**config.mk**
```make
export PLATFORM = sky130hd
export DESIGN_NAME = apb_master_n
export DESIGN_NICKNAME = d
export VERILOG_FILES = /design/src/rtl/apb_master_n.sv
export SDC_FILE = /design/constraint.sdc
export NUM_CORES = 1
export LEC_CHECK = 0
export ABC_AREA = 1
export BUFFER_PORTS_ARGS = -buffer_cell sky130_fd_sc_hd__buf_2
export CORE_AREA = 5 5 131 133
export DETAILED_ROUTE_END_ITERATION = 8
export DIE_AREA = 0 0 136 138
export GPL_TIMING_DRIVEN = 1
export PLACE_DENSITY = 0.66
export SLEW_MARGIN = 30
export SYNTH_ARGS = -nofsm -noshare
export SYNTH_HDL_FRONTEND = slang
export SYNTH_SLANG_ARGS = --single-unit
```
**constraint.sdc**
```tcl
create_clock -name PCLK -period 3.5 [get_ports PCLK]
set_clock_uncertainty 0.2 [all_clocks]
set_input_delay 0.35 -clock PCLK [delete_from_list [all_inputs] [get_ports PCLK]]
set_output_delay 0.35 -clock PCLK [all_outputs]
set_load 0.005 [all_outputs]
```
**src/rtl/apb_master_n.sv**
```systemverilog
`default_nettype none
// ============================================================================
// Module   : apb_master_n
// Purpose  : APB bridge from a simple core-side request strobe to NUM_SLV
//            APB slaves. The slave is chosen by address decode. An optional
//            access-phase timeout aborts transfers to slaves that never
//            answer.
// Ports    : PCLK/PRESET    - clock, synchronous active-high reset
//            PADDR/PWRITE/PWDATA/PENABLE/PSEL - APB request side
//            PRDATA/PREADY/PSLVERR          - per-slave APB response buses
//            transfer/write/addr/wdata      - core request (sampled in IDLE)
//            ready/rdata/error              - registered one-cycle response
// Revision : 1.0 - initial release
// ============================================================================
module apb_master_n #(
  parameter int          NUM_SLV   = 5,
  parameter logic [31:0] BASE_ADDR = 32'h1000_0000,
  parameter int          SLV_SHIFT = 12,
  parameter int          TIMEOUT   = 16
) (
  input  logic                    PCLK,
  input  logic                    PRESET,
  output logic [31:0]             PADDR,
  output logic                    PWRITE,
  output logic                    PENABLE,
  output logic [31:0]             PWDATA,
  output logic [NUM_SLV-1:0]      PSEL,
  input  logic [32*NUM_SLV-1:0]   PRDATA,
  input  logic [NUM_SLV-1:0]      PREADY,
  input  logic [NUM_SLV-1:0]      PSLVERR,
  input  logic                    transfer,
  input  logic                    write,
  input  logic [31:0]             addr,
  input  logic [31:0]             wdata,
  output logic                    ready,
  output logic [31:0]             rdata,
  output logic                    error
);

  // The counter only has to reach TIMEOUT-1; the abort fires on that cycle.
  localparam int CNT_W = (TIMEOUT > 1) ? $clog2(TIMEOUT) : 1;

  typedef enum logic [1:0] {
    S_IDLE   = 2'd0,
    S_SETUP  = 2'd1,
    S_ACCESS = 2'd2
  } state_t;

  state_t             r_state;
  state_t             w_state_nxt;
  logic [31:0]        r_paddr;
  logic [31:0]        r_pwdata;
  logic               r_pwrite;
  logic [CNT_W-1:0]   r_cnt;
  logic               r_ready;
  logic [31:0]        r_rdata;
  logic               r_error;

  logic [31:0]        w_offset;
  logic [31:0]        w_slot;
  logic               w_hit;
  logic [NUM_SLV-1:0] w_dec;
  logic [31:0]        w_sel_rdata;
  logic               w_sel_ready;
  logic               w_sel_err;
  logic               w_timeout;
  logic               w_done;
  logic               w_abort;

  // ---------------------------------------------------------------------------
  // Address decode from the latched address. The subtraction wraps for
  // addresses below the window, so the lower-bound compare is kept explicit.
  // ---------------------------------------------------------------------------
  assign w_offset = r_paddr - BASE_ADDR;
  assign w_slot   = w_offset >> SLV_SHIFT;
  assign w_hit    = (r_paddr >= BASE_ADDR) && (w_slot < 32'(NUM_SLV));

  generate
    for (genvar i = 0; i < NUM_SLV; i++) begin : g_dec
      assign w_dec[i] = w_hit && (w_slot == 32'(i));
    end
  endgenerate

  // One-hot mux of the selected slave's response; unselected slaves are masked.
  always_comb begin
    w_sel_rdata = '0;
    for (int i = 0; i < NUM_SLV; i++) begin
      if (w_dec[i]) begin
        w_sel_rdata = PRDATA[32*i +: 32];
      end
    end
  end

  assign w_sel_ready = |(PREADY & w_dec);
  assign w_sel_err   = |(PSLVERR & w_dec);
  assign w_timeout   = (TIMEOUT != 0) && (r_cnt == CNT_W'(TIMEOUT - 1));

  // ---------------------------------------------------------------------------
  // FSM: state register
  // ---------------------------------------------------------------------------
  always_ff @(posedge PCLK) begin
    if (PRESET) begin
      r_state <= S_IDLE;
    end else begin
      r_state <= w_state_nxt;
    end
  end

  // ---------------------------------------------------------------------------
  // FSM: next state and completion qualifiers
  // ---------------------------------------------------------------------------
  always_comb begin
    w_state_nxt = r_state;
    w_done      = 1'b0;
    w_abort     = 1'b0;
    case (r_state)
      S_IDLE: begin
        if (transfer) begin
          w_state_nxt = S_SETUP;
        end
      end
      S_SETUP: begin
        if (w_hit) begin
          w_state_nxt = S_ACCESS;
        end else begin
          w_state_nxt = S_IDLE;
          w_abort     = 1'b1;
        end
      end
      S_ACCESS: begin
        // A ready arriving on the timeout cycle takes priority over the abort.
        if (w_sel_ready) begin
          w_state_nxt = S_IDLE;
          w_done      = 1'b1;
        end else if (w_timeout) begin
          w_state_nxt = S_IDLE;
          w_abort     = 1'b1;
        end
      end
      default: begin
        w_state_nxt = S_IDLE;
      end
    endcase
  end

  // ---------------------------------------------------------------------------
  // Request latch, access counter and registered response
  // ---------------------------------------------------------------------------
  always_ff @(posedge PCLK) begin
    if (PRESET) begin
      r_paddr  <= '0;
      r_pwdata <= '0;
      r_pwrite <= 1'b0;
      r_cnt    <= '0;
      r_ready  <= 1'b0;
      r_rdata  <= '0;
      r_error  <= 1'b0;
    end else begin
      if ((r_state == S_IDLE) && transfer) begin
        r_paddr  <= addr;
        r_pwdata <= wdata;
        r_pwrite <= write;
      end

      // Held at zero outside ACCESS, so it starts from zero on every entry.
      if (r_state == S_ACCESS) begin
        r_cnt <= r_cnt + CNT_W'(1);
      end else begin
        r_cnt <= '0;
      end

      r_ready <= w_done | w_abort;
      r_error <= w_abort | (w_done & w_sel_err);
      r_rdata <= (w_done && !r_pwrite) ? w_sel_rdata : '0;
    end
  end

  assign PADDR   = r_paddr;
  assign PWDATA  = r_pwdata;
  assign PWRITE  = r_pwrite;
  assign PENABLE = (r_state == S_ACCESS);
  assign PSEL    = ((r_state == S_SETUP) || (r_state == S_ACCESS)) ? w_dec : '0;
  assign ready   = r_ready;
  assign rdata   = r_rdata;
  assign error   = r_error;

endmodule
`default_nettype wire

```
# Yosys cells after proc, flatten, opt, wreduce, memory -nomap -nowiden
# Index checks and enable logic that the tools add are counted.
op_classes:
  add_sub_neg: 2
  magnitude_cmp: 2
  eq_ne: 9
  muxes: 17
  bitwise_logic: 7
  reduce_logical: 17
ops:
  columns: ["op", "n"]
  rows:
  - ["$mux 32", 5]
  - ["$eq 20x2->1 const B", 2]
  - ["$ge 32x29->1 const B", 1]
  - ["$logic_not 32->1", 1]
  - ["$sub 32x29->32 const B", 1]
  - ["$eq 20x1->1 const B", 1]
  - ["$eq 20x3->1 const B", 1]
  - ["$lt 20x3->1 const B", 1]
  - ["$and 5x5->5", 2]
  - ["$reduce_or 5->1", 2]
  - ["$logic_and 1x1->1", 8]
  - ["$mux 2", 4]
  - ["$pmux 2 s3", 1]
  - ["$mux 1", 5]
  - ["$mux 5", 1]
  - ["$add 4x1->4 const B", 1]
  - ["$eq 4x4->1 const B", 1]
  - ["$reduce_or 2->1", 2]
  - ["$ne 3x1->1 const B", 1]
  - ["$eq 2x1->1 const B", 1]
  - ["$eq 2x2->1 const B", 1]
  - ["$logic_not 2->1", 1]
  - ["$ne 2x2->1 const B", 1]
  - ["$not 1->1", 2]
  - ["other kinds (6)", 7]
word_totals:
  ff_bits: 105
  inputBits: 238
  out_inout_bits: 105
  wordCells: 62

# Longest topological paths before layout
# Gate-level depths: netlist (run 1).
logic_depth:
  depth_word: 11
  mapped_depth: 12
  depth_no_buf: 12

# Worst setup path after synthesis (run 1)
# No wires, ideal clock.
synth_timing:
  path_kind: "register to register"
  start: "register r_paddr[24], in the netlist PADDR[24]"
  end: "register r_rdata[10], in the netlist rdata[10]"
  setup_time_ps: 120
  t_arrival_ps: 1527
  required_time_ps: 3180
  setup_slack_ps: 1653
  stages_incl_launch_ff: 12
  path_buffers: 2
  period_less_slack_ps: 1847
  path_cell_list: "dfxtp_1 nor2_1 nand2_1 nor2_4 nand2_2 nor2_4 nand2_2 buf_6 clkbuf_2 or2_1 nand4_1 nor2_1"
synth_via:
  elab_chain_cells: 11
  elab_cells_between_ends: 26
  classes_between: "add/sub (1); order compare (2); eq/ne (4); mux (7); bitwise (2); reduce/logical (10)"
synth_lines:
  columns: ["element", "line", "source"]
  rows:
  - ["start, declared", "51", "logic [31:0] r_paddr;"]
  - ["start signal, assigned", "160", "r_paddr <= addr;"]
  - ["$sub 32x29->32", "74", "assign w_offset = r_paddr - BASE_ADDR;"]
  - ["$lt 20x3->1", "76", "assign w_hit = (r_paddr >= BASE_ADDR) && (w_slot < 32'(NUM_SLV));"]
  - ["$logic_and 1x1->1", "76", null]
  - ["$logic_and 1x1->1", "80", "assign w_dec[i] = w_hit && (w_slot == 32'(i));"]
  - ["$and 5x5->5", "94", "assign w_sel_ready = |(PREADY & w_dec);"]
  - ["$reduce_or 5->1", "94", null]
  - ["$mux 1", "132", "if (w_sel_ready) begin"]
  - ["$mux 1", "116", "case (r_state)"]
  - ["$logic_and 1x1->1", "174", "r_rdata <= (w_done && !r_pwrite) ? w_sel_rdata : '0;"]
  - ["$not 1->1 (no source line)", null, null]
  - ["$reduce_or 2->1 (no source line)", null, null]
  - ["end signal, assigned", "174", null]
  - ["end, declared", "56", "logic [31:0] r_rdata;"]
# Parallel ways exist; a longest one is shown, timed or not.
# A chain may end at the register's enable or synchronous reset.

# Final worst setup path (run 1)
layout_timing:
  start: "register r_paddr[22], in the netlist PADDR[22]"
  end: "output port PSEL[4]"
layout_via:
  elab_chain_cells: 5
  elab_cells_between_ends: 7
  classes_between: "add/sub (1); order compare (2); eq/ne (1); mux (1); reduce/logical (2)"
layout_lines:
  columns: ["element", "line", "source"]
  rows:
  - ["$sub 32x29->32", "74", null]
  - ["$lt 20x3->1", "76", null]
  - ["$logic_and 1x1->1", "76", null]
  - ["$logic_and 1x1->1 (*)", "80", null]
  - ["$mux 5 (*)", "182", "assign PSEL = ((r_state == S_SETUP) || (r_state == S_ACCESS)) ? w_dec : '0;"]
  - ["end, declared", "27", "output logic [NUM_SLV-1:0] PSEL,"]
# Mark *: on every way between the ends. The rest lies on a longest branch, timed or not.

==> results by group, run 1 <==
Run status
  • Run status: complete, no violations

Power and ir drop
  • Sw Ratio: 31.2%
  • Pwr dens: 406 nW/µm²
  • Peak VDD IR: 0.000252 V
  • Switching power: 932 µW
  • Clock share of power: 34.0%
  • P_leak: 0.00375 µW
  • Internal power: 2060 µW
  • Combinational Power Share: 20.9%
  • Power share of the sequential group: 45.2%

Critical path
  • CP Max Fanout: 65
  • Slowest stage delay, CP: 340 ps
  • Crit path from: PADDR[22]
  • Crit path DAT: 2110 ps
  • Crit-path leading delay family: simple AND/OR/NAND/NOR gates
  • RR Startpoint: PADDR[15]
  • Cells on worst reg2reg path: 9
  • Levels on crit path: 9
  • Req. time, crit path: 2950 ps
  • WS Path Type: flop to output port
  • Critical Path Start Type: flop
  • Cell chain of the critical path: nor2_1 -> nand2_1 -> nor2_4 -> nand2_2 -> nor2_4 -> nand2_2 -> buf_4 -> nor2_1 -> buf_2
  • CP Capture Type: output port
  • Critical-path top delay cell: dfxtp_1
  • Worst R2R End: error
  • Critical path buffers and inverters: 2
  • CP Capture Point: PSEL[4]
  • Reg2reg setup slack: 1140 ps

Min path
  • Hold path depth: 3
  • Worst Hold Class: input port to flop

Yosys
  • Async S/R FF share, synth: 0%
  • Most numerous cell in the Yosys netlist: nor2_1
  • Ys Warns: 0
  • Register area share after synthesis: 40.0%
  • Synth area leader: dfxtp_1
  • Synth Area in XOR/XNOR: 0%
  • Synth Area per Inst: 6.94 µm²
  • Simple-gate area share of the yosys netlist: 33.2%
  • Largest family of logic cells by synthesized area: simple AND/OR/NAND/NOR gates
  • Commonest cells post-synth: nor2_1 (157), dfxtp_1 (105), o21ai_0 (99), nand2_1 (92), inv_1 (57)
  • Top_reg_cell synth: dfxtp_1
  • Mapped Area: 5260 µm²
  • Yosys reg bits: 105
  • Cells after synthesis: 758
  • Compound-Gate Fraction of Synth Area: 16.3%
  • Adder-cell area share of the yosys netlist: 0.951%
  • Syn_nets: 1000
  • Netlist cell types: 33
  • Post-synth EDFFs: 0
  • Area contributors post-synth: dfxtp_1 (40%), nor2_1 (11%), o21ai_0 (9.4%), nand2_1 (6.6%), a211oi_1 (4.4%)
  • Yosys top cell area share: 40.0%
  • Mux cell area share after synthesis: 0%

Clocking
  • CTS Buf Count: 9
  • # H-tree levels: 3
  • TritonCTS clock tree: done
  • Post-CTS Resized: 0
  • Clock latency on the worst-skew pair: 350 ps
  • Clock Tree Buf Depth: 2
  • Clk sink count: 105
  • Clock root buffer master: clkbuf_16
  • Worst-path clk slew: 80 ps

Die
  • Die area: 18800 µm²
  • Starting density of the core: 33.5%
  • Core area: 15700 µm²
  • IO Pins: 343
  • Row cnt: 46
  • Die width: 136 µm
  • Die Y: 138 µm

Routing
  • DRT iter0 DRCs: 272
  • Antenna Violating Nets Remaining: 0
  • Final wirelength: 21400 µm
  • Vias/cell: 4.82
  • Per-cell routed wire length: 16.6 µm
  • DRC Markers: 0
  • Detailed-route via count: 6219
  • TritonRoute pass-1 iters: 5

STA
  • Final WS setup: 837 ps
  • Period utilisation layout: 76.1%
  • # setup viols final: 0
  • Fin crit period: 2660 ps
  • Final setup TNS: 0 ps
  • Max-slew headroom: 36.3%
  • Unrepaired setup endpoints after global routing: false
  • Final hold slack: 37.5 ps
  • Highest Clock Rate: 0.376 GHz
  • Hold Violations, Final: 0
  • Slew Limit Fails: 0
  • Least-Margin Pin Slew: 956 ps

Cells and area
  • Fill cell count: 1653
  • Layout cell share with drive strength beyond 1: 36.5%
  • Area Growth Syn to Fin: 39.9%
  • Nets: 1311

Global routing
  • First-pass GRT wire length: 32400 µm
  • GR Overflow Total: 0
  • Largest net degree at the start of global routing: 66
  • Initial antenna violation count: 2
  • GR Util All Layers: 21.6%
  • Vias in the first global route: 6117

Place
  • Setup WS pre-CTS: 1100 ps
  • Post-DP HPWL: 16300 µm
  • Final RePlAce weighted congestion: 0.851
  • I/O Buffers: 342

Run
  • Maximum capacitance violations: 0
## through the flow
stage	util (%)	instances	power, µW	area [µm²]
final	46.8	1291	2990	7360
after global routing	46.8	1290	3160	7350
after CTS	46.8	1290	3030	7350
after detailed placement	44.9	1273	2010	7050
after global placement	44.9	1273	2000	7050
after floorplan	-	758	1680	5260
## cells by family after synthesis
logic type               count (synthesis)
AO/OA/AOI/OAI                          152
adder cells (fa/ha/maj)                  4
buffers and inverters                  118
flip-flops                             105
AND/OR/NAND/NOR                        379
## worst min-delay path by stage
stage,startpoint,to
global route,wdata[5],PWDATA[5]
global placement,r_cnt[0],r_cnt[0]
CTS,PRDATA[72],rdata[8]
floorplan,r_cnt[0],r_cnt[0]
finish,PRDATA[72],rdata[8]
detailed placement,r_cnt[0],r_cnt[0]
## worst register-to-register path, delay by kind of cell, from the launching register on
family	cells	cell delay (ps)
and+or+nand+nor	6	950
buffers and inverters	2	520
AOI/OAI and AO/OA	1	210
DFF	1	360
## layer usage
layer | part of all wire, % | GRT usage (%) | vias up | wire length, µm
met5 | 0.12 | 0 | - | 25
met2 | 47 | 36.8 | 286 | 10100
met1 | 38 | 23.5 | 2776 | 8070
met4 | 3.4 | 9.76 | 4 | 737
met3 | 11 | 8.20 | 45 | 2430
li1 | - | - | 3108 | -
## cells in the final DEF, fill, tap and decap left out, types with 4 or more instances in the layout
cell / n
buf_2: 342
nor2_1: 157
dfxtp_1: 105
o21ai_0: 99
nand2_1: 91
inv_1: 56
nand3_1: 42
nand4_1: 37
a211oi_1: 31
or2_1: 27
a21oi_1: 17
inv_2: 9
clkbuf_16: 9
buf_4: 8
nor3_1: 6
nor2_4: 5
nand2_2: 4
or2_0: 4
ha_1: 4
## power by group through the flow
stage	Sequential [µW]	Clock, µW	Combinational [µW]
floorplan	1380	0	299
global placement	1370	0	628
detailed placement	1380	0	630
CTS	1350	1050	634
global route	1360	1090	706
finish	1350	1010	623
## repair_timing
action,CTS,global route
setup buffers,0,0
endpoints found under the hold margin,1,0
hold buffers,1,0
## flip-flops by register name (all words and copies together) (netlist names)
name,cells
ready,1
rdata,32
r_state,2
PWDATA,32
error,1
PWRITE,1
r_cnt,4
PADDR,32
## final cells by class
cell class | count | area (µm²) | area share [%]
Antenna cell | 1 | 2.50 | 0.0340
Clock buffer | 10 | 229 | 3.11
Clock inverter | 6 | 62.6 | 0.850
Inverter | 67 | 251 | 3.42
Multi-Input combinational cell | 535 | 2660 | 36.1
Sequential cell | 105 | 2100 | 28.6
Tap cell | 216 | 270 | 3.67
Timing Repair Buffer | 351 | 1780 | 24.2
(Power assumes the default switching activity.)
==> run 2: changes to the inputs <==
Clock period 3.5 ns to 2.59 ns, I/O delays scaled along.
==> run 2 against run 1 <==
First-iteration DRC count is 5.5% lower. Routed wire length increased by 6.8%. Count of clock-buffer cells in the layout down 1. Utilization rose by 5.7 points. Global-route usage up 1.7 points. Clock power grew 39%. Via count rose by 6.8%. Critical endpoint is now PSEL[1]. Largest power group unchanged. Highest routed layer is now met4.
==> results by group, run 2 (synthesis gave the netlist of run 1 again) <==
Die
  • Starting density of the core: 33.5% (unchanged)
  • Die Y: 138 µm (unchanged)
  • IO Pins: 343 (unchanged)
  • Die area: 18800 µm² (unchanged)
  • Core area: 15700 µm² (unchanged)
  • Row cnt: 46 (unchanged)
  • Die width: 136 µm (unchanged)

Critical path
  • Critical Path Start Type: flop (unchanged)
  • Reg2reg setup slack: 440 ps (was 1140 ps)
  • Worst R2R End: rdata[30] (was error)
  • Cells on worst reg2reg path: 12 (was 9)
  • WS Path Type: flop to output port (unchanged)
  • Crit path DAT: 1940 ps (was 2110 ps)
  • CP Capture Type: output port (unchanged)
  • Req. time, crit path: 2130 ps (was 2950 ps)
  • RR Startpoint: PADDR[22] (was PADDR[15])
  • CP Max Fanout: 33 (was 65)

Cells and area
  • Highest-count cells in the layout ignoring fill and taps: buf_2 (342), nor2_1 (157), dfxtp_1 (105) (unchanged)
  • Layout cell share with drive strength beyond 1: 34.0% (was 36.5%)
  • Area Growth Syn to Fin: 57.0% (was 39.9%)
  • Layout Utilization: 52.6% (was 46.8%)
  • Fill cell count: 1538 (was 1653)
  • Commonest non-fill, non-tap cell in the layout: buf_2 (unchanged)
  • Ant. Diodes: 0 (was 1)
  • Nets: 1401 (was 1311)
  • Fin area: 8260 µm² (was 7360 µm²)

Min path
  • Hold EP: PADDR[18] (was rdata[8])
  • Worst Hold Class: input port to flop (unchanged)
  • Hold_sp: addr[18] (was PRDATA[72])
  • Hold path depth: 3 (unchanged)

Place
  • Post-DP HPWL: 16700 µm (was 16300 µm)
  • Placed instance area: 7100 µm² (was 7050 µm²)
  • Final RePlAce weighted congestion: 0.862 (was 0.851)
  • Setup WS pre-CTS: 425 ps (was 1100 ps)
  • I/O Buffers: 342 (unchanged)

Run status
  • Run status: complete, no violations (unchanged)

Global routing
  • Largest net degree at the start of global routing: 78 (was 66)
  • Vias in the first global route: 6643 (was 6117)
  • Initial antenna violation count: 0 (was 2)
  • First-pass GRT wire length: 35000 µm (was 32400 µm)
  • GR Overflow Total: 0 (unchanged)
  • GR Util All Layers: 23.3% (was 21.6%)

Routing
  • Vias/cell: 4.81 (was 4.82)
  • DRT iter0 DRCs: 257 (was 272)
  • Antenna Violating Nets Remaining: 0 (unchanged)
  • TritonRoute pass-1 iters: 5 (unchanged)
  • Final wirelength: 22800 µm (was 21400 µm)
  • Per-cell routed wire length: 16.5 µm (was 16.6 µm)
  • Detailed-route via count: 6639 (was 6219)
  • DRC Markers: 0 (unchanged)

Power and ir drop
  • Clock share of power: 33.5% (was 34.0%)
  • Peak VDD IR: 0.000358 V (was 0.000252 V)
  • Combinational Power Share: 22.9% (was 20.9%)
  • Sw Ratio: 29.7% (was 31.2%)
  • Internal power: 2940 µW (was 2060 µW)
  • P_leak: 0.00413 µW (was 0.00375 µW)
  • Pwr dens: 506 nW/µm² (was 406 nW/µm²)
  • Power share of the sequential group: 43.7% (was 45.2%)
  • Switching power: 1240 µW (was 932 µW)

STA
  • Period utilisation layout: 92.6%
  • Least-Margin Pin Slew: 933 ps (was 956 ps)
  • # setup viols final: 0 (unchanged)
  • Final WS setup: 191 ps (was 837 ps)
  • Final setup TNS: 0 ps (unchanged)
  • Max-slew headroom: 37.8% (was 36.3%)
  • Highest Clock Rate: 0.417 GHz
  • Hold Violations, Final: 0 (unchanged)
  • Slew Limit Fails: 0 (unchanged)
  • Final hold slack: 9.25 ps (was 37.5 ps)
  • Fin crit period: 2400 ps
  • Unrepaired setup endpoints after global routing: false (unchanged)

Clocking
  • TritonCTS clock tree: done (unchanged)
  • # H-tree levels: 3 (unchanged)
  • Post-CTS Resized: 0 (unchanged)
  • CTS Buf Count: 9 (unchanged)
  • Worst-path clk slew: 70 ps (was 80 ps)
  • Clock root buffer master: clkbuf_16 (unchanged)
  • Clock latency on the worst-skew pair: 350 ps (about the same)
  • Clk sink count: 105 (unchanged)
  • Clock Tree Buf Depth: 2 (unchanged)

Run
  • Maximum capacitance violations: 0 (unchanged)
[run 2: metrics by stage]
step                total power (µW)  std cells
finish                          4180       1379
floorplan                       2270        758
CTS                             4220       1379
detailed placement              2710       1277
global route                    4430       1379
global placement                2700       1277
[run 2: how the worst max path moves through the flow]
stage	start	endpoint	slack, ps	cells after the start
floorplan	PADDR[24]	rdata[10]	740	11
global placement	PADDR[22]	rdata[3]	480	12
detailed placement	PADDR[22]	rdata[30]	430	12
CTS	PADDR[15]	PSEL[1]	180	7
global route	PADDR[15]	PSEL[1]	40	7
finish	PADDR[14]	PSEL[1]	190	7
[run 2: worst max-delay path: stages (launching register included)]
cell and delay, ps:
dfxtp_1 330, inv_2 100, nand2_1 110, nor3_1 310
inv_2 100, buf_4 260, nor3_1 200, buf_2 170
[run 2: area by class of cell]
type                    count  area, µm²  share of cell area [%]
multi-input cells         535       2660                    32.2
clock inverters             6       67.6                   0.818
well taps                 216        270                    3.27
inverters                  67        251                    3.04
repair buffers            441       2690                    32.5
flip-flops and latches    105       2100                    25.5
clock buffers               9        225                    2.73
[run 2: power groups by stage]
stage                     combinational, µW  sequential [µW]  clock [µW]
after global routing                   1070             1840        1520
after CTS                               959             1820        1440
after global placement                  849             1850           0
after floorplan                         404             1870           0
final                                   956             1820        1400
after detailed placement                852             1860           0
[run 2: what timing repair did]
item | CTS | global route
setup buffers | 0 | 0
endpoints found under the hold margin | 87 | 0
hold buffers | 87 | 0
[run 2: metal layers]
metal	wire length (µm)	share of wire [%]	track usage (%)	up-vias
met3	2250	9.9	7.40	39
met5	0	0	0	-
li1	-	-	-	3284
met2	11400	50	41.9	304
met1	8520	37	25.4	3012
met4	686	3.0	8.17	0
==> run 3: changes to the inputs <==
Settings changed: PLACE_DENSITY 0.66 to not set, PLACE_DENSITY_LB_ADDON set to 0.25.
==> run 3 against run 2 <==
Critical path depth unchanged. Critical endpoint is now PSEL[4]. Count of clock-buffer cells in the layout stayed put. Via count is 2.3% lower. Utilization increased by 0.47 points. Largest power group unchanged. Routed wire length is 3.4% lower.
==> results by group, run 3 (synthesis gave the netlist of run 1 again) <==
Clocking
  • Clk sink count: 105 (unchanged)
  • Clock Tree Buf Depth: 2 (unchanged)
  • Post-CTS Resized: 0 (unchanged)
  • CTS Buf Count: 9 (unchanged)
  • Worst-path clk slew: 70 ps (about the same)
  • Postcts setup bufs: 0 (unchanged)
  • Clock root buffer master: clkbuf_16 (unchanged)
  • TritonCTS clock tree: done (unchanged)
  • Clock latency on the worst-skew pair: 350 ps (about the same)
  • Hold buffers post-CTS: 88 (was 87)
  • # H-tree levels: 3 (unchanged)

Min path
  • Worst Hold Class: input port to flop (unchanged)
  • Hold path depth: 3 (unchanged)
  • Hold_sp: addr[30] (was addr[18])
  • Hold EP: PADDR[30] (was PADDR[18])

Cells and area
  • Highest-count cells in the layout ignoring fill and taps: buf_2 (342), nor2_1 (157), dfxtp_1 (105) (unchanged)
  • Layout cell share with drive strength beyond 1: 34.2% (was 34.0%)
  • Area Growth Syn to Fin: 58.4% (was 57.0%)
  • Nets: 1406 (was 1401)
  • Commonest non-fill, non-tap cell in the layout: buf_2 (unchanged)
  • Layout Utilization: 53.0% (was 52.6%)

Routing
  • Detailed-route via count: 6488 (was 6639)
  • DRC Markers: 0 (unchanged)
  • DRT iter0 DRCs: 287 (was 257)
  • Per-cell routed wire length: 15.9 µm (was 16.5 µm)
  • Antenna Violating Nets Remaining: 0 (unchanged)
  • TritonRoute pass-1 iters: 4 (was 5)
  • Final wirelength: 22100 µm (was 22800 µm)
  • Vias/cell: 4.68 (was 4.81)

Die
  • Die area: 18800 µm² (unchanged)
  • Starting density of the core: 33.5% (unchanged)
  • Row cnt: 46 (unchanged)
  • Die Y: 138 µm (unchanged)
  • IO Pins: 343 (unchanged)
  • Core area: 15700 µm² (unchanged)
  • Die width: 136 µm (unchanged)

Global routing
  • GR Overflow Total: 0 (unchanged)
  • Initial antenna violation count: 4 (was 0)
  • GR Util All Layers: 22.6% (was 23.3%)
  • Vias in the first global route: 6454 (was 6643)
  • Largest net degree at the start of global routing: 66 (was 78)
  • First-pass GRT wire length: 33900 µm (was 35000 µm)

STA
  • Unrepaired setup endpoints after global routing: false (unchanged)
  • Slew Limit Fails: 0 (unchanged)
  • Period utilisation layout: 90.5% (was 92.6%)
  • Highest Clock Rate: 0.426 GHz (was 0.417 GHz)
  • Hold Violations, Final: 0 (unchanged)
  • Least-Margin Pin Slew: 575 ps (was 933 ps)
  • Fin crit period: 2340 ps (was 2400 ps)
  • # setup viols final: 0 (unchanged)
  • Final setup TNS: 0 ps (unchanged)
  • Max-slew headroom: 61.7% (was 37.8%)

Run
  • Maximum capacitance violations: 0 (unchanged)

Place
  • I/O Buffers: 342 (unchanged)
  • Post-DP HPWL: 16400 µm (was 16700 µm)
  • Final RePlAce weighted congestion: 0.821 (was 0.862)

Critical path
  • WS Path Type: flop to output port (unchanged)
  • Crit path DAT: 1890 ps (was 1940 ps)
  • Critical Path Start Type: flop (unchanged)
  • Cells on worst reg2reg path: 8 (was 12)
  • Reg2reg setup slack: 440 ps (about the same)
  • CP Capture Type: output port (unchanged)
  • CP Max Fanout: 65 (was 33)
  • RR Startpoint: PADDR[12] (was PADDR[22])
  • Req. time, crit path: 2130 ps (about the same)
  • Worst R2R End: rdata[0] (was rdata[30])

Power and ir drop
  • P_leak: 0.00417 µW (was 0.00413 µW)
  • Pwr dens: 505 nW/µm² (was 506 nW/µm²)
  • Peak VDD IR: 0.000391 V (was 0.000358 V)

Run status
  • Run status: complete, no violations (unchanged)
## run 3: changes by cell type in the layout (fill, tap and decap cells not counted), sizes merged
| cell | change |
|---|---|
| buf | +4 |
| clkinv | -2 |
| clkinvlp | -1 |
| diode | +3 |
| dlygate4sd3 | +1 |
| inv | +3 |
## run 3: metal layers
metal  track usage (%)  part of all wire [%]  vias to the layer above
met1              25.1                    39                     2863
met5                 0                 0.059                        -
li1                  -                     -                     3302
met4              9.97                   3.4                        2
met2              39.4                    49                      273
met3              7.11                   9.3                       48
## run 3: metrics by stage
step | instances | cell area (µm²) | power (µW) | setup slack [ps] | hold slack [ps]
2_1_floorplan | 758 | 5260 | 2270 | 743 | 128
6_report | 1387 | 8330 | 4210 | 245 | 7.96
5_1_grt | 1387 | 8330 | 4460 | 111 | 36.5
3_3_place_gp | 1281 | 7140 | 2700 | 489 | 232
3_5_place_dp | 1281 | 7140 | 2710 | 427 | 238
4_1_cts | 1384 | 8330 | 4250 | 229 | 0.847
## run 3: worst max path at each step
stage / startpoint / endpoint / depth (start not counted) / slack [ps]
finish: PADDR[12] / PSEL[4] / 7 / 250
CTS: PADDR[15] / PSEL[1] / 7 / 230
floorplan: PADDR[24] / rdata[10] / 11 / 740
global route: PADDR[24] / PSEL[4] / 9 / 110
detailed placement: PADDR[12] / rdata[1] / 8 / 430
global placement: PADDR[12] / rdata[3] / 8 / 490
## run 3: power by group
part           total, µW  switching [µW]  internal (µW)
sequential          1820            73.9           1750
combinational        954             508            446
clock               1430             661            773
total               4210            1240           2970
## run 3: worst max-delay path: stages, from the launching register on
cell     delay, ps
dfxtp_1        350
nor2_1         180
inv_1           80
nor3_1         340
nand2_2        140
buf_12         200
nor2_1         100
buf_2          110
## run 3: final cells by class
type                            instances  area (µm²)
Clock buffer                            9         225
Antenna cell                            3        7.51
Inverter                               67         251
Multi-Input combinational cell        535        2660
Timing Repair Buffer                  446        2740
Sequential cell                       105        2100
Tap cell                              216         270
Fill cell                            1565        7380
Clock inverter                          6        81.3
